`src/rtl/loader_pkg.sv`:
```
`default_nettype none
// ============================================================================
//  Module      : loader_pkg
//  Description : Shared types and constants for the boot-image loader.
//                - loader_state_t : loader FSM state encoding
//                - frame field constants (default sync byte, header length)
//                - checksum width
//  Revision    : 1.0 - initial release
// ============================================================================
package loader_pkg;

    // Frame start marker used unless the instantiating level overrides it.
    localparam logic [7:0] c_SYNC_DEFAULT = 8'h5A;

    // Header bytes following SYNC: ADDR_LO, ADDR_HI, LEN_LO, LEN_HI.
    localparam int c_HDR_LEN = 4;

    // Running checksum is a plain mod-256 sum.
    localparam int c_CSUM_W = 8;

    typedef enum logic [3:0] {
        ST_IDLE    = 4'd0,
        ST_ADDR_LO = 4'd1,
        ST_ADDR_HI = 4'd2,
        ST_LEN_LO  = 4'd3,
        ST_LEN_HI  = 4'd4,
        ST_DATA    = 4'd5,
        ST_CSUM    = 4'd6,
        ST_HOLD    = 4'd7,
        ST_RUN     = 4'd8,
        ST_ERROR   = 4'd9
    } loader_state_t;

endpackage : loader_pkg
`default_nettype wire

```
`src/rtl/rom_loader.sv`:
```
`default_nettype none
// ============================================================================
//  Module      : rom_loader
//  Description : Boot-time image loader. Parses a framed byte stream
//                (SYNC, ADDR_LO, ADDR_HI, LEN_LO, LEN_HI, payload, CSUM),
//                writes the payload into system RAM and keeps the CPU in
//                reset until the checksum matches, then holds reset for
//                RST_HOLD more cycles before releasing it.
//  Ports       :
//    i_clk, i_rst_n         clock, asynchronous active-low reset
//    i_rx_data/valid        input byte stream
//    o_rx_ready             byte accepted when valid & ready
//    o_mem_we/addr/data     registered RAM write port (1-cycle latency)
//    o_cpu_rst              active-high CPU reset
//    o_done                 image loaded, CPU running
//    o_err                  checksum failure (sticky until next SYNC)
//  Revision    : 1.0 - initial release
// ============================================================================
module rom_loader
    import loader_pkg::*;
#(
    parameter int         ADDR_W   = 16,
    parameter logic [7:0] SYNC     = c_SYNC_DEFAULT,
    parameter int         RST_HOLD = 4
) (
    input  logic              i_clk,
    input  logic              i_rst_n,
    input  logic [7:0]        i_rx_data,
    input  logic              i_rx_valid,
    output logic              o_rx_ready,
    output logic              o_mem_we,
    output logic [ADDR_W-1:0] o_mem_addr,
    output logic [7:0]        o_mem_data,
    output logic              o_cpu_rst,
    output logic              o_done,
    output logic              o_err
);

    localparam int                  c_HOLD_W    = (RST_HOLD > 1) ? $clog2(RST_HOLD) : 1;
    localparam logic [c_HOLD_W-1:0] c_HOLD_LAST = c_HOLD_W'(RST_HOLD - 1);

    loader_state_t         r_state;
    logic [ADDR_W-1:0]     r_addr;
    logic [7:0]            r_addr_lo;
    logic [15:0]           r_len;
    logic [c_CSUM_W-1:0]   r_csum;
    logic [c_HOLD_W-1:0]   r_hold;

    logic                  w_xfer;
    logic                  w_is_sync;
    logic [15:0]           w_hdr_addr;
    logic [15:0]           w_hdr_len;

    // The only state that refuses bytes is the post-checksum reset hold.
    assign o_rx_ready = (r_state != ST_HOLD);
    assign w_xfer     = i_rx_valid & o_rx_ready;
    assign w_is_sync  = (i_rx_data == SYNC);
    assign w_hdr_addr = {i_rx_data, r_addr_lo};
    assign w_hdr_len  = {i_rx_data, r_len[7:0]};

    always_ff @(posedge i_clk or negedge i_rst_n) begin
        if (!i_rst_n) begin
            r_state    <= ST_IDLE;
            r_addr     <= '0;
            r_addr_lo  <= '0;
            r_len      <= '0;
            r_csum     <= '0;
            r_hold     <= '0;
            o_mem_we   <= 1'b0;
            o_mem_addr <= '0;
            o_mem_data <= '0;
            o_cpu_rst  <= 1'b1;
            o_done     <= 1'b0;
            o_err      <= 1'b0;
        end else begin
            // Write strobe is a single-cycle pulse per accepted payload byte.
            o_mem_we <= 1'b0;

            case (r_state)
                ST_IDLE: begin
                    if (w_xfer && w_is_sync) begin
                        r_state <= ST_ADDR_LO;
                        r_csum  <= '0;
                    end
                end

                ST_ADDR_LO: begin
                    if (w_xfer) begin
                        r_addr_lo <= i_rx_data;
                        r_csum    <= r_csum + i_rx_data;
                        r_state   <= ST_ADDR_HI;
                    end
                end

                ST_ADDR_HI: begin
                    if (w_xfer) begin
                        // Header address is always 16 bits; fit it to ADDR_W.
                        r_addr  <= ADDR_W'(w_hdr_addr);
                        r_csum  <= r_csum + i_rx_data;
                        r_state <= ST_LEN_LO;
                    end
                end

                ST_LEN_LO: begin
                    if (w_xfer) begin
                        r_len   <= {8'h00, i_rx_data};
                        r_csum  <= r_csum + i_rx_data;
                        r_state <= ST_LEN_HI;
                    end
                end

                ST_LEN_HI: begin
                    if (w_xfer) begin
                        r_len   <= w_hdr_len;
                        r_csum  <= r_csum + i_rx_data;
                        r_state <= (w_hdr_len == 16'd0) ? ST_CSUM : ST_DATA;
                    end
                end

                ST_DATA: begin
                    if (w_xfer) begin
                        o_mem_we   <= 1'b1;
                        o_mem_addr <= r_addr;
                        o_mem_data <= i_rx_data;
                        r_addr     <= r_addr + ADDR_W'(1);
                        r_len      <= r_len - 16'd1;
                        r_csum     <= r_csum + i_rx_data;
                        if (r_len == 16'd1) begin
                            r_state <= ST_CSUM;
                        end
                    end
                end

                ST_CSUM: begin
                    if (w_xfer) begin
                        if (i_rx_data == r_csum) begin
                            r_state <= ST_HOLD;
                            r_hold  <= '0;
                        end else begin
                            r_state <= ST_ERROR;
                            o_err   <= 1'b1;
                        end
                    end
                end

                ST_HOLD: begin
                    // Release decisions are registered so RUN shows the
                    // running outputs from its very first cycle.
                    if (r_hold == c_HOLD_LAST) begin
                        r_state   <= ST_RUN;
                        o_cpu_rst <= 1'b0;
                        o_done    <= 1'b1;
                    end else begin
                        r_hold <= r_hold + c_HOLD_W'(1);
                    end
                end

                ST_RUN, ST_ERROR: begin
                    if (w_xfer && w_is_sync) begin
                        r_state   <= ST_ADDR_LO;
                        r_csum    <= '0;
                        o_cpu_rst <= 1'b1;
                        o_done    <= 1'b0;
                        o_err     <= 1'b0;
                    end
                end

                default: begin
                    r_state <= ST_IDLE;
                end
            endcase
        end
    end

endmodule : rom_loader
`default_nettype wire

```
`config.mk`:
```
export PLATFORM = sky130hd
export DESIGN_NAME = rom_loader
export DESIGN_NICKNAME = d
export VERILOG_FILES = /design/src/rtl/loader_pkg.sv /design/src/rtl/rom_loader.sv
export SDC_FILE = /design/constraint.sdc
export NUM_CORES = 1
export LEC_CHECK = 0
export BUFFER_PORTS_ARGS = -buffer_cell sky130_fd_sc_hd__buf_4
export CAP_MARGIN = 10
export CORE_UTILIZATION = 60
export CTS_CLUSTER_DIAMETER = 60
export CTS_CLUSTER_SIZE = 28
export DETAILED_ROUTE_END_ITERATION = 7
export PLACE_DENSITY = 0.82
export SYNTH_ARGS = -nofsm -noshare
export SYNTH_HDL_FRONTEND = slang
export SYNTH_SLANG_ARGS = --single-unit
```
`constraint.sdc`:
```
create_clock -name i_clk -period 3.29 [get_ports i_clk]
set_clock_uncertainty 0.2 [all_clocks]
set_input_delay 0.329 -clock i_clk [delete_from_list [all_inputs] [get_ports i_clk]]
set_output_delay 0.329 -clock i_clk [all_outputs]
set_load 0.02 [all_outputs]
```
## Yosys cells after proc, flatten, opt, wreduce, memory -nomap -nowiden

Index checks and enable logic that the tools add are counted.

- Add/subtract/negate cells: 4
- Equal/unequal tests: 28
- Multiplexer cells: 37
- Bitwise logic cells: 2
- Reduce and logical (&&, ||, !) cells: 23

Operators by type and width:

| operator | count |
|---|---|
| $mux W16 | 5 |
| $pmux W16 S3 | 1 |
| $mux W4 | 10 |
| $pmux W16 S2 | 1 |
| $pmux W4 S8 | 1 |
| $ne A2 B2 Y1 const B | 12 |
| $add A16 B1 Y16 const B | 1 |
| $eq A16 B1 Y1 const B | 1 |
| $eq A4 B3 Y1 const B | 4 |
| $logic_not A16 Y1 | 1 |
| $mux W8 | 2 |
| $pmux W8 S2 | 1 |
| $reduce_and A4 Y1 | 4 |
| $sub A16 B1 Y16 const B | 1 |
| $reduce_bool A2 Y1 | 6 |
| $reduce_and A3 Y1 | 3 |
| $reduce_and A9 Y1 | 1 |
| $add A8 B8 Y8 | 1 |
| $eq A4 B2 Y1 const B | 2 |
| $eq A4 B4 Y1 const B | 2 |
| $eq A8 B7 Y1 const B | 1 |
| $eq A8 B8 Y1 | 1 |
| $mux W1 | 8 |
| $mux W2 | 4 |
| 16 further kinds | 20 |

- Bits in registers: 82
- Output and inout bits: 29
- Word-level logic and storage cells: 107

## Logic depth before layout (Yosys ltp)

- Depth in word-level cells: 5
- Mapped depth: 8
- Depth with buffers taken out: 7

## Worst setup path after synthesis

No wires, ideal clock.

- Path type: register to register
- From: register r_len[0]
- To: register r_state[0]
- Setup time: 0.125 ns
- Arrival time: 2.009 ns
- Data required time: 2.965 ns
- Slack: 0.957 ns
- Stages on the path, launching flop included: 8
- Path buffers: 0
- Period minus slack after synthesis: 2.333 ns
- Cells stage by stage: dfrtp_1 > inv_1 > ha_1 > or3b_2 > nor3_1 > nand3b_1 > a22o_1 > mux2_2

- Word-level cells in the longest chain between the ends: 4

RTL lines:

| what | RTL line | text |
|---|---|---|
| start: declaration | rom_loader.sv:45 | `logic [15:0] r_len;` |
| start signal: assignment | rom_loader.sv:106 | `r_len <= {8'h00, i_rx_data};` |
| start signal: assignment | rom_loader.sv:114 | `r_len <= w_hdr_len;` |
| start signal: assignment | rom_loader.sv:126 | `r_len <= r_len - 16'd1;` |
| $logic_not A16 Y1 | rom_loader.sv:116 | `r_state <= (w_hdr_len == 16'd0) ? ST_CSUM : ST_DATA;` |
| $mux W2 | rom_loader.sv:116 |  |
| $mux W4 | rom_loader.sv:113 | `if (w_xfer) begin` |
| $pmux W4 S8 | rom_loader.sv:79 | `case (r_state)` |
| end signal: assignment | rom_loader.sv:116 |  |
| end: declaration | rom_loader.sv:42 | `loader_state_t r_state;` |

Several ways; a longest one is shown, not always the timed one. The select of a mux whose other input is x is not followed.
A chain may end at the register's enable or synchronous reset.

## Final worst setup path

- From: register r_state[2]
- To: register r_len[9]

- Word-level cells in the longest chain between the ends: 4

RTL lines:

| what | RTL line | text |
|---|---|---|
| $ne A4 B3 Y1 | rom_loader.sv:55 | `assign o_rx_ready = (r_state != ST_HOLD);` |
| $and A1 B1 Y1 | rom_loader.sv:56 | `assign w_xfer = i_rx_valid & o_rx_ready;` |
| $ne A2 B2 Y1 (no line) | n/a |  |
| $reduce_and A4 Y1 (no line) | n/a |  |

Several ways; a longest one is shown, not always the timed one.

==> flow_metrics.env <==
export IMPL_ir_drop_uv=507
export IMPL_clk_pin_slew_ns=0.09
export IMPL_slew_headroom_pct=31.9
export IMPL_p_sw_mw=1.85
export IMPL_endpoint_kind="register"
export IMPL_crit_slowest_cell="dfrtp_1"
export IMPL_grt_max_degree=83
export IMPL_via_count=3748
export IMPL_status="finished clean"
export IMPL_cts_buffers_inserted=9
export IMPL_drive_gt1_share_pct=21.7
export IMPL_maxCapViolations=0
export IMPL_cts_sinks=82
export IMPL_yosysMostFrequentCell="dfrtp_1"
export IMPL_die_h_um=88.3
export IMPL_syn_inst=459
export IMPL_synth_compound_area_share_pct=20.5
export IMPL_worst_path_largest_cell_delay_ns=0.76
export IMPL_fin_ws_ns=0.641
export IMPL_final_cells=593
export IMPL_post_drt_via_cell_ratio=6.32
export IMPL_synth_top_family_by_area="compound AO/OA/AOI/OAI gates"
export IMPL_synth_adder_area_share_pct=3.75
export IMPL_power_total_mw=4.43
export IMPL_drc=0
export IMPL_r2r_slack_ns=0.64
export IMPL_grt_first_pass_wirelength_um=17200
export IMPL_cp_max_fo=19
export IMPL_whs_endpoint="o_mem_data[0]"
export IMPL_synth_ff_type="dfrtp_1"
export IMPL_cts_root_buf="clkbuf_8"
export IMPL_wire_per_inst_um=17.7
export IMPL_diodes=0
export IMPL_grt_usage_pct=29.2
export IMPL_yosysTopAreaCell="dfrtp_1"
export IMPL_fmax_mhz=378
export IMPL_synth_mux_area_share_pct=8.98
export IMPL_grt_pass1_vias=3455
export IMPL_synth_area_leaders="dfrtp_1 45%, mux2_2 8.3%, o21ai_0 4.9%"
export IMPL_cellPowerDensity_nw_per_um2=881
export IMPL_initial_core_util_pct=62.0
export IMPL_drtPass1Iterations=5
export IMPL_place_congestion=0.874
export IMPL_hold_path_depth=2
export IMPL_clkLatencyLatePin_ns=0.36
export IMPL_rsz0062_at_grt="false"
export IMPL_fillers=595
export IMPL_die_area_um2=7800
export IMPL_synthArstFlopShare_pct=100
export IMPL_start_kind="register"
export IMPL_cts_tree="yes"
export IMPL_comb_power_share_pct=43.8
export IMPL_fp_row_count=31
export IMPL_fin_tns_setup_ns=0
export IMPL_p_int_mw=2.58
export IMPL_fin_crit_sh_pct=80.5
export IMPL_hpwl_um=6870
export IMPL_synth_top_area_share_pct=45.3
export IMPL_io_pins=40
export IMPL_dpl_worst_slack_ns=0.674
export IMPL_hold_violations=0
export IMPL_avgSynthCellArea_um2=9.74
export IMPL_p_clk_share_pct=15.3
export IMPL_leakagePower_nw=2.23
export IMPL_min_delay_start="i_rx_data[0]"
export IMPL_synth_edff_count=0
export IMPL_path_cells="nand4bb_1 -> or3_1 -> nor4_1 -> a21oi_1 -> o21ai_0"
export IMPL_placed_cell_area_um2=4840
export IMPL_holdCritPathClass="in2reg"
export IMPL_cp_required_ns=3.37
export IMPL_post_cts_buffers=0
export IMPL_port_buffers=39
export IMPL_cts_max_level=3
export IMPL_grt_overflow_total=0
export IMPL_yosysSeqAreaShare_pct=45.9
export IMPL_stdcell_area_um2=5020
export IMPL_wl_um=10500
export IMPL_r2r_worst_path_cells=5
export IMPL_hold_ws_ns=0.111
export IMPL_yosys_cell_types_count=63
export IMPL_syn2layout_area_growth_pct=12.4
export IMPL_clock_path_buffers=2
export IMPL_critical_path_class="reg2reg"
export IMPL_swShare_pct=41.7
export IMPL_place_inst=576
export IMPL_rr_endpoint="r_len[9]"
export IMPL_ant_nets=0
export IMPL_drt_iter0_drc=249
export IMPL_tightest_slew_ns=1.02
export IMPL_synth_simple_gate_area_share_pct=16.0
export IMPL_r2r_start="r_state[2]"
export IMPL_fin_util_pct=69.6
export IMPL_syn_num_nets=482
export IMPL_synth_xor_area_share_pct=1.37
export IMPL_fin_nets=512
export IMPL_ys_warn_count=0
export IMPL_setup_viol=0
export IMPL_die_w_um=88.3
export IMPL_ys_seq_elements=82
export IMPL_layout_min_cycle_time_ns=2.65
export IMPL_seq_power_share_pct=40.8
export IMPL_core_um2=7210
export IMPL_netlist_area_um2=4470
export IMPL_antenna_found_initial=0
export IMPL_synth_top_cells_by_count="81 x dfrtp_1, 44 x o21ai_0, 41 x nor2_1"
export IMPL_slew_viol_final=0
export IMPL_cp_arrival_ns=2.73
-- critical path, delay by kind of cell, from the launching register on --
family / cells / cell delay (ns)
simple gates: 3 / 1.39
flops: 1 / 0.76
compound gates: 2 / 0.21
-- repair_timing --
| item | in CTS | in global routing |
|---|---|---|
| hold buffers | 1 | 0 |
| gates resized for setup | 0 | 0 |
| endpoints found under the hold margin | 81 | 0 |
-- state kept, by name, summed over array words and instances (netlist names) --
signal	flops
o_cpu_rst	1
o_done	1
o_err	1
o_mem_addr	16
o_mem_data	8
o_mem_we	1
r_addr	16
r_addr_lo	8
r_csum	8
r_hold	2
r_len	16
r_state	4
-- worst max-delay path by stage --
stage                             to  cells past startpoint  slack [ns]        from
after floorplan           r_state[0]                      7        0.96    r_len[0]
after global placement      r_len[9]                      5        0.83  r_state[2]
after detailed placement    r_len[9]                      5        0.67  r_state[2]
after CTS                   r_len[9]                      5        0.69  r_state[2]
after global routing        r_len[9]                      5        0.44  r_state[2]
final                       r_len[9]                      5        0.64  r_state[2]
-- placed cells by master (no fill, tap or decap), types with 6 or more instances in the layout --
cell / count
a21oi_1: 36
a22oi_1: 6
a2bb2oi_1: 7
buf_4: 46
clkbuf_8: 9
dfrtp_1: 81
ha_1: 11
inv_1: 10
mux2_2: 33
nand2_1: 30
nand3_1: 12
nor2_1: 41
nor3_1: 9
o21ai_0: 44
o22ai_1: 6
-- kinds of logic (layout without fill, tap and decap cells) --
logic type / after synthesis / in the layout
buf+inv: 38 / 73
xor+xnor: 7 / 7
compound gates: 146 / 146
simple gates: 137 / 137
mux: 36 / 36
fa+ha+maj: 13 / 13
flops: 82 / 82
-- final cells by class --
type,count,area (um^2),area share (%)
clock buffers,9,124,2.47
clock inverters,7,51.3,1.02
inverters,10,37.5,0.747
multi-input cells,339,2280,45.4
flip-flops and latches,82,2050,40.9
well taps,99,124,2.47
repair buffers,47,355,7.07
-- layer usage --
| metal | vias to the layer above | GRT usage, % | wire (um) |
|---|---|---|---|
| met5 | - | 0 | 0 |
| met4 | 0 | 11.6 | 265 |
| met3 | 25 | 6.62 | 688 |
| met2 | 140 | 45.0 | 4870 |
| met1 | 1825 | 40.2 | 4690 |
| li1 | 1758 | - | - |
-- power by group through the flow --
stage          registers (mW)  clock network, mW  logic, mW
3_5_place_dp             1.81                  0       1.91
5_1_grt                  1.86              0.728       2.14
4_1_cts                  1.79              0.688       1.94
6_report                 1.81              0.678       1.94
2_1_floorplan            1.81                  0       1.34
3_3_place_gp             1.79                  0       1.86
No activity file was read; power rests on OpenSTA's default activity.
